$ cat src/rtl/matrix_mul_ctrl.sv
// Job sequencer for the matrix Multiplier: streams operand bytes in, enables the
// arithmetic unit, and collects one product per row into a small result FIFO.
module matrix_mul_ctrl #(
  parameter int LOAD_BYTES = 160,
  parameter int N_ROWS     = 4,
  parameter int FIFO_DEPTH = 4,
  parameter int TIMEOUT    = 1023
) (
  input  logic        clk,
  input  logic        rst,
  input  logic        start,
  input  logic        abort,
  input  logic        in_valid,
  input  logic [7:0]  in_data,
  output logic        in_ready,
  output logic        mul_load_en,
  output logic        mul_au_en,
  output logic [7:0]  mul_x,
  input  logic        mul_xload_done,
  input  logic        mul_row_done,
  input  logic [15:0] mul_p,
  output logic        res_valid,
  output logic [15:0] res_data,
  input  logic        res_ready,
  output logic        busy,
  output logic        done,
  output logic        err_ovf,
  output logic        err_tmo,
  output logic [7:0]  rows_cnt
);

  localparam int PTR_W = $clog2(FIFO_DEPTH);
  localparam int CNT_W = PTR_W + 1;
  localparam int TMO_W = $clog2(TIMEOUT + 1);

  localparam logic [7:0]       LOAD_MAX  = 8'(LOAD_BYTES);
  localparam logic [7:0]       LOAD_LAST = 8'(LOAD_BYTES - 1);
  localparam logic [7:0]       ROWS_MAX  = 8'(N_ROWS);
  localparam logic [TMO_W-1:0] TMO_LAST  = TMO_W'(TIMEOUT - 1);
  localparam logic [CNT_W-1:0] DEPTH_C   = CNT_W'(FIFO_DEPTH);

  typedef enum logic [2:0] {
    S_IDLE    = 3'd0,
    S_LOAD    = 3'd1,
    S_WAIT_X  = 3'd2,
    S_COMPUTE = 3'd3,
    S_DRAIN   = 3'd4,
    S_FIN     = 3'd5
  } state_t;

  state_t           state_q, state_d;
  logic [7:0]       byte_cnt_q, byte_cnt_d;
  logic [TMO_W-1:0] tmo_cnt_q, tmo_cnt_d;
  logic [7:0]       rows_cnt_q, rows_cnt_d;
  logic [7:0]       mul_x_q, mul_x_d;
  logic             err_ovf_q, err_ovf_d;
  logic             err_tmo_q, err_tmo_d;

  logic [15:0]      mem_q [FIFO_DEPTH];
  logic [PTR_W-1:0] wr_ptr_q, rd_ptr_q;
  logic [CNT_W-1:0] fifo_cnt_q, fifo_cnt_d;

  logic accept_s;
  logic pop_s;
  logic full_s;
  logic row_evt_s;
  logic push_s;
  logic drop_s;
  logic flush_s;

  assign full_s    = (fifo_cnt_q == DEPTH_C);
  assign accept_s  = in_ready && in_valid;
  assign pop_s     = res_valid && res_ready;
  assign row_evt_s = (state_q == S_COMPUTE) && mul_row_done;
  // A pop on the same edge frees the slot, so a full FIFO can still take the row.
  assign push_s    = row_evt_s && (!full_s || pop_s);
  assign drop_s    = row_evt_s && full_s && !pop_s;

  // Occupancy after this edge; DRAIN uses it to leave as soon as the last entry goes.
  always_comb begin
    fifo_cnt_d = fifo_cnt_q;
    if (push_s && !pop_s) begin
      fifo_cnt_d = fifo_cnt_q + CNT_W'(1);
    end else if (!push_s && pop_s) begin
      fifo_cnt_d = fifo_cnt_q - CNT_W'(1);
    end else begin
      fifo_cnt_d = fifo_cnt_q;
    end
  end

  // Next-state and counter/flag update logic.
  always_comb begin
    state_d    = state_q;
    byte_cnt_d = byte_cnt_q;
    tmo_cnt_d  = tmo_cnt_q;
    rows_cnt_d = rows_cnt_q;
    mul_x_d    = mul_x_q;
    err_ovf_d  = err_ovf_q || drop_s;
    err_tmo_d  = err_tmo_q;
    flush_s    = 1'b0;

    if (row_evt_s && (rows_cnt_q != 8'hFF)) begin
      rows_cnt_d = rows_cnt_q + 8'd1;
    end else begin
      rows_cnt_d = rows_cnt_q;
    end

    case (state_q)
      S_IDLE: begin
        if (start) begin
          byte_cnt_d = 8'd0;
          tmo_cnt_d  = '0;
          rows_cnt_d = 8'd0;
          err_ovf_d  = 1'b0;
          err_tmo_d  = 1'b0;
          state_d    = S_LOAD;
        end else begin
          state_d = S_IDLE;
        end
      end
      S_LOAD: begin
        if (accept_s) begin
          mul_x_d    = in_data;
          byte_cnt_d = byte_cnt_q + 8'd1;
          if (byte_cnt_q == LOAD_LAST) begin
            tmo_cnt_d = '0;
            state_d   = S_WAIT_X;
          end else begin
            state_d = S_LOAD;
          end
        end else begin
          state_d = S_LOAD;
        end
      end
      S_WAIT_X: begin
        if (mul_xload_done) begin
          state_d = S_COMPUTE;
        end else if (tmo_cnt_q == TMO_LAST) begin
          err_tmo_d = 1'b1;
          state_d   = S_FIN;
        end else begin
          tmo_cnt_d = tmo_cnt_q + TMO_W'(1);
        end
      end
      S_COMPUTE: begin
        if (rows_cnt_q >= ROWS_MAX) begin
          state_d = S_DRAIN;
        end else begin
          state_d = S_COMPUTE;
        end
      end
      S_DRAIN: begin
        if (fifo_cnt_d == '0) begin
          state_d = S_FIN;
        end else begin
          state_d = S_DRAIN;
        end
      end
      S_FIN: begin
        state_d = S_IDLE;
      end
      default: begin
        state_d = S_IDLE;
      end
    endcase

    // Abort drops the job without a done pulse but keeps the sticky error flags.
    if (abort && (state_q != S_IDLE)) begin
      state_d    = S_IDLE;
      byte_cnt_d = 8'd0;
      tmo_cnt_d  = '0;
      rows_cnt_d = 8'd0;
      err_ovf_d  = err_ovf_q;
      err_tmo_d  = err_tmo_q;
      flush_s    = 1'b1;
    end else begin
      flush_s = 1'b0;
    end
  end

  // Control state, counters, operand byte and sticky error flags.
  always_ff @(posedge clk or posedge rst) begin
    if (rst) begin
      state_q    <= S_IDLE;
      byte_cnt_q <= 8'd0;
      tmo_cnt_q  <= '0;
      rows_cnt_q <= 8'd0;
      mul_x_q    <= 8'h00;
      err_ovf_q  <= 1'b0;
      err_tmo_q  <= 1'b0;
    end else begin
      state_q    <= state_d;
      byte_cnt_q <= byte_cnt_d;
      tmo_cnt_q  <= tmo_cnt_d;
      rows_cnt_q <= rows_cnt_d;
      mul_x_q    <= mul_x_d;
      err_ovf_q  <= err_ovf_d;
      err_tmo_q  <= err_tmo_d;
    end
  end

  // Result FIFO storage and pointers; pointers wrap naturally at FIFO_DEPTH.
  always_ff @(posedge clk or posedge rst) begin
    if (rst) begin
      wr_ptr_q   <= '0;
      rd_ptr_q   <= '0;
      fifo_cnt_q <= '0;
      for (int i = 0; i < FIFO_DEPTH; i++) begin
        mem_q[i] <= 16'h0000;
      end
    end else if (flush_s) begin
      wr_ptr_q   <= '0;
      rd_ptr_q   <= '0;
      fifo_cnt_q <= '0;
    end else begin
      if (push_s) begin
        mem_q[wr_ptr_q] <= mul_p;
        wr_ptr_q        <= wr_ptr_q + PTR_W'(1);
      end
      if (pop_s) begin
        rd_ptr_q <= rd_ptr_q + PTR_W'(1);
      end
      fifo_cnt_q <= fifo_cnt_d;
    end
  end

  assign in_ready    = (state_q == S_LOAD) && (byte_cnt_q < LOAD_MAX);
  assign mul_load_en = (state_q == S_LOAD) || (state_q == S_WAIT_X);
  assign mul_au_en   = (state_q == S_COMPUTE) && !full_s;
  assign mul_x       = mul_x_q;
  assign res_valid   = (fifo_cnt_q != '0);
  assign res_data    = mem_q[rd_ptr_q];
  assign busy        = (state_q != S_IDLE);
  assign done        = (state_q == S_FIN);
  assign err_ovf     = err_ovf_q;
  assign err_tmo     = err_tmo_q;
  assign rows_cnt    = rows_cnt_q;

endmodule

$ cat config.mk
export PLATFORM = sky130hd
export DESIGN_NAME = matrix_mul_ctrl
export DESIGN_NICKNAME = d
export VERILOG_FILES = /design/src/rtl/matrix_mul_ctrl.sv
export SDC_FILE = /design/constraint.sdc
export NUM_CORES = 1
export LEC_CHECK = 0
export CORE_ASPECT_RATIO = 0.9
export CORE_MARGIN = 3
export CORE_UTILIZATION = 28
export CTS_CLUSTER_DIAMETER = 60
export DETAILED_ROUTE_END_ITERATION = 8
export PLACE_DENSITY_LB_ADDON = 0.12
export SYNTH_ARGS = -nofsm -noshare
export SYNTH_HDL_FRONTEND = slang
export SYNTH_SLANG_ARGS = --single-unit
$ cat constraint.sdc
create_clock -name clk -period 4.45 [get_ports clk]
set_clock_uncertainty 0.1 [all_clocks]
set_input_delay 1.1125 -clock clk [delete_from_list [all_inputs] [get_ports clk]]
set_output_delay 1.1125 -clock clk [all_outputs]
set_load 0.02 [all_outputs]
==> results.md <==
* Die Y at 142 um
* Synth warn at 0
* Max Clk Rate at 0.283 GHz
* Worst path depth at 2
* Int Pwr at approximately 1800 uW
* Global-route wire length before repair at 22.2 mm
* Hold Vio Cnt, Final at 0
* Routed length per placed instance at 16.8 um
* Max-slew violations at 0
* Antenna violation net count after detailed routing at 0
* Buf+Inv Stages, Crit Path at 1
* Die ar. at 22,300 um2
* Critical path's slowest cell: dfrtp_1
* Worst Tran Pin Value at 0.930 ns
* Layout cells sized above 1 at 24.0%
* H-tree lvl count at 3
* CP max stage delay at about 0.95 ns
* Root Driver: clkbuf_16
* CP Max Fanout at 17
* Hold Slack at around 0.4 ns
* Setup Viol. Count Final at 0
* Post-route worst setup slack at 0.914 ns
* Post-Route WL at 13.1 mm
* Power share of the combinational group at 25.7%
* Global-route usage over all layers at 12.5%
* Clk pwr share at 31.0%
* Via count at 3,850
* Synthesized net count at 500
* Worst setup SP type: flop
* 1st-pass router iterations at 4
* CTS tree: yes
* Pwr Density at 383 nW/um2
* DRC at 0
* Unique cell type count in the Yosys netlist at 61
* HPWL Detailed at 8.53 mm
* Slew headroom at 38.0%
* Post-synth EDFFs at 0
* Post-synth top flop: dfrtp_1
* Iteration-0 DRC Markers at 206
* Sequential cell area fraction in the yosys report at between 40 and 50%
* Number of global-route vias before repair at 4,045
* CP required at 3.24 ns
* PostCTS Resize Cnt at 0
* Register bit total from synthesis at 110
* Global route overflow at 0
* Core Util, Final at 34.8%
* IO Count at 72
* Outcome: complete, no violations
* Non-filler instance count after layout at 779
* Max-Cap Viols at 0
* Avg Synthesized Cell Area at about 13 um2
* CP top delay family: flip-flops
* Commonest non-fill, non-tap cell in the layout: dfrtp_1
* Clock Latency Late Sink at 0.36 ns
* CP endpoint kind: output port
* R2R depth at 5
* Routed vias/inst at roughly 5
* Area grow syn2layout at 21.4%
* Worst Hold Depth at 1
* Cts bufs inserted at 9
* Most frequent cells in the layout: 110 x dfrtp_1, 71 x clkdlybuf4s50_1, 40 x mux2_4
* # port buffers at 71
* DP Worst Slack at 1.12 ns
* DIE WIDTH at 157 um
* Net count, final at 563
* Hold_buf cts at 0
* CP Cell Sequence: mux4_2 > clkdlybuf4s50_1
* Cells after Synth at 456
* Post-route minimum period at about 3.5 ns
* CP arrival at 2.32 ns
* GPL Wtd Cong at 0.783
* Ant. Diodes at 0
* Pin count of the biggest net entering global routing at 65
* RSZ-0062 raised after global routing: false
* Fin crit share at 79.5%
* CTS Sinks at 110
* Sequential power share at 43.3%
* Critical path type: flop to output port
* Post-CTS setup buffers at 0
* Clock buffer depth at 2
* Leak pwr at roughly 0.0032 uW
* Core Area at 20,100 um2
* Ys async rst share at between 90% and 100%
* Placed cell count at ~760
* Peak VDD IR at 0.268 mV
* Antenna violations before repair at 0
* Syn Std Cell Area at ~5800 um2
* Clk slew on worst S/H paths at 0.08 ns
* FP Rows at 49
* P_sw at 890 uW
* Initial core utilization at between 20% and 30%
* Switching Fraction at 33.3%
* Hold WC Path Type: flop to flop
* Final TNS setup at 0 ns
==> sequential cells by signal, indices dropped and copies added, names as in the netlist <==
signal	flops
state_q	3
tmo_cnt_q	10
wr_ptr_q	2
fifo_cnt_q	3
mem_q	64
rd_ptr_q	2
err_ovf	1
rows_cnt	8
byte_cnt_q	8
mul_x	8
err_tmo	1
==> Yosys cell counts (5+ instances only) <==
cell	instances	area share, %
dfrtp_1	110	48
mux2_4	40	10
nor2_1	36	2.3
mux2_2	34	6.6
o21ai_0	18	1.6
nand2_1	17	1.1
mux4_2	16	6.3
a21oi_1	14	1.2
nand4_1	14	1.5
inv_1	13	0.85
ha_1	12	2.6
nand3_1	12	1.0
and3_1	9	0.98
buf_2	7	0.61
buf_6	6	1.2
clkbuf_1	6	0.39
o21ai_1	6	0.52
xor2_1	6	0.91
o31ai_1	5	0.65
==> worst paths after layout <==
| check | start | to | slack, ns |
|---|---|---|---|
| hold reg to reg | mem_q[10] | mem_q[10] | 0.40 |
| setup / recovery | rd_ptr_q[1] | res_data[5] | 0.91 |
| hold / removal | mem_q[10] | mem_q[10] | 0.40 |
| max in group asynchronous | rst | mem_q[11] | 2.38 |
| min in group asynchronous | rst | tmo_cnt_q[0] | 1.10 |
| setup reg to reg | state_q[0] | mem_q[47] | 1.92 |
==> power groups by stage <==
stage               sequential [uW]  clock [uW]  combinational, uW
global placement               1170           0                695
CTS                            1160         867                702
floorplan                      1160           0                442
detailed placement             1180           0                698
finish                         1160         829                688
global route                   1170         903                762
==> routing by layer <==
| metal | wire, um | vias to the layer above | global-route usage [%] |
|---|---|---|---|
| met5 | 0 | - | 0 |
| met4 | 152 | 0 | 3.42 |
| met3 | 678 | 12 | 3.77 |
| met2 | 5970 | 86 | 19.4 |
| met1 | 6250 | 1952 | 17.1 |
| li1 | - | 1800 | - |
==> layout make-up <==
type	count	area, um2
Fill cell	1990	13100
Multi-Input combinational cell	311	2820
Sequential cell	110	2750
Timing Repair Buffer	74	746
Tap cell	255	319
Clock buffer	10	239
Clock inverter	6	66.3
Inverter	13	51.3
==> cells by family after synthesis <==
group           Yosys count  synth area share, %
simple gates            132                 13.9
mux                      92                 23.7
xor+xnor                 10                 1.52
compound gates           65                 7.21
buf+inv                  35                 3.28
flops                   110                 47.8
fa+ha+maj                12                 2.61
==> per-stage QoR <==
stage	instance area [um2]	total power, uW
2_1_floorplan	5760	1600
3_3_place_gp	6690	1870
3_5_place_dp	6690	1880
4_1_cts	6990	2730
5_1_grt	6990	2840
6_report	6990	2680
No activity file was read; power rests on OpenSTA's default activity.
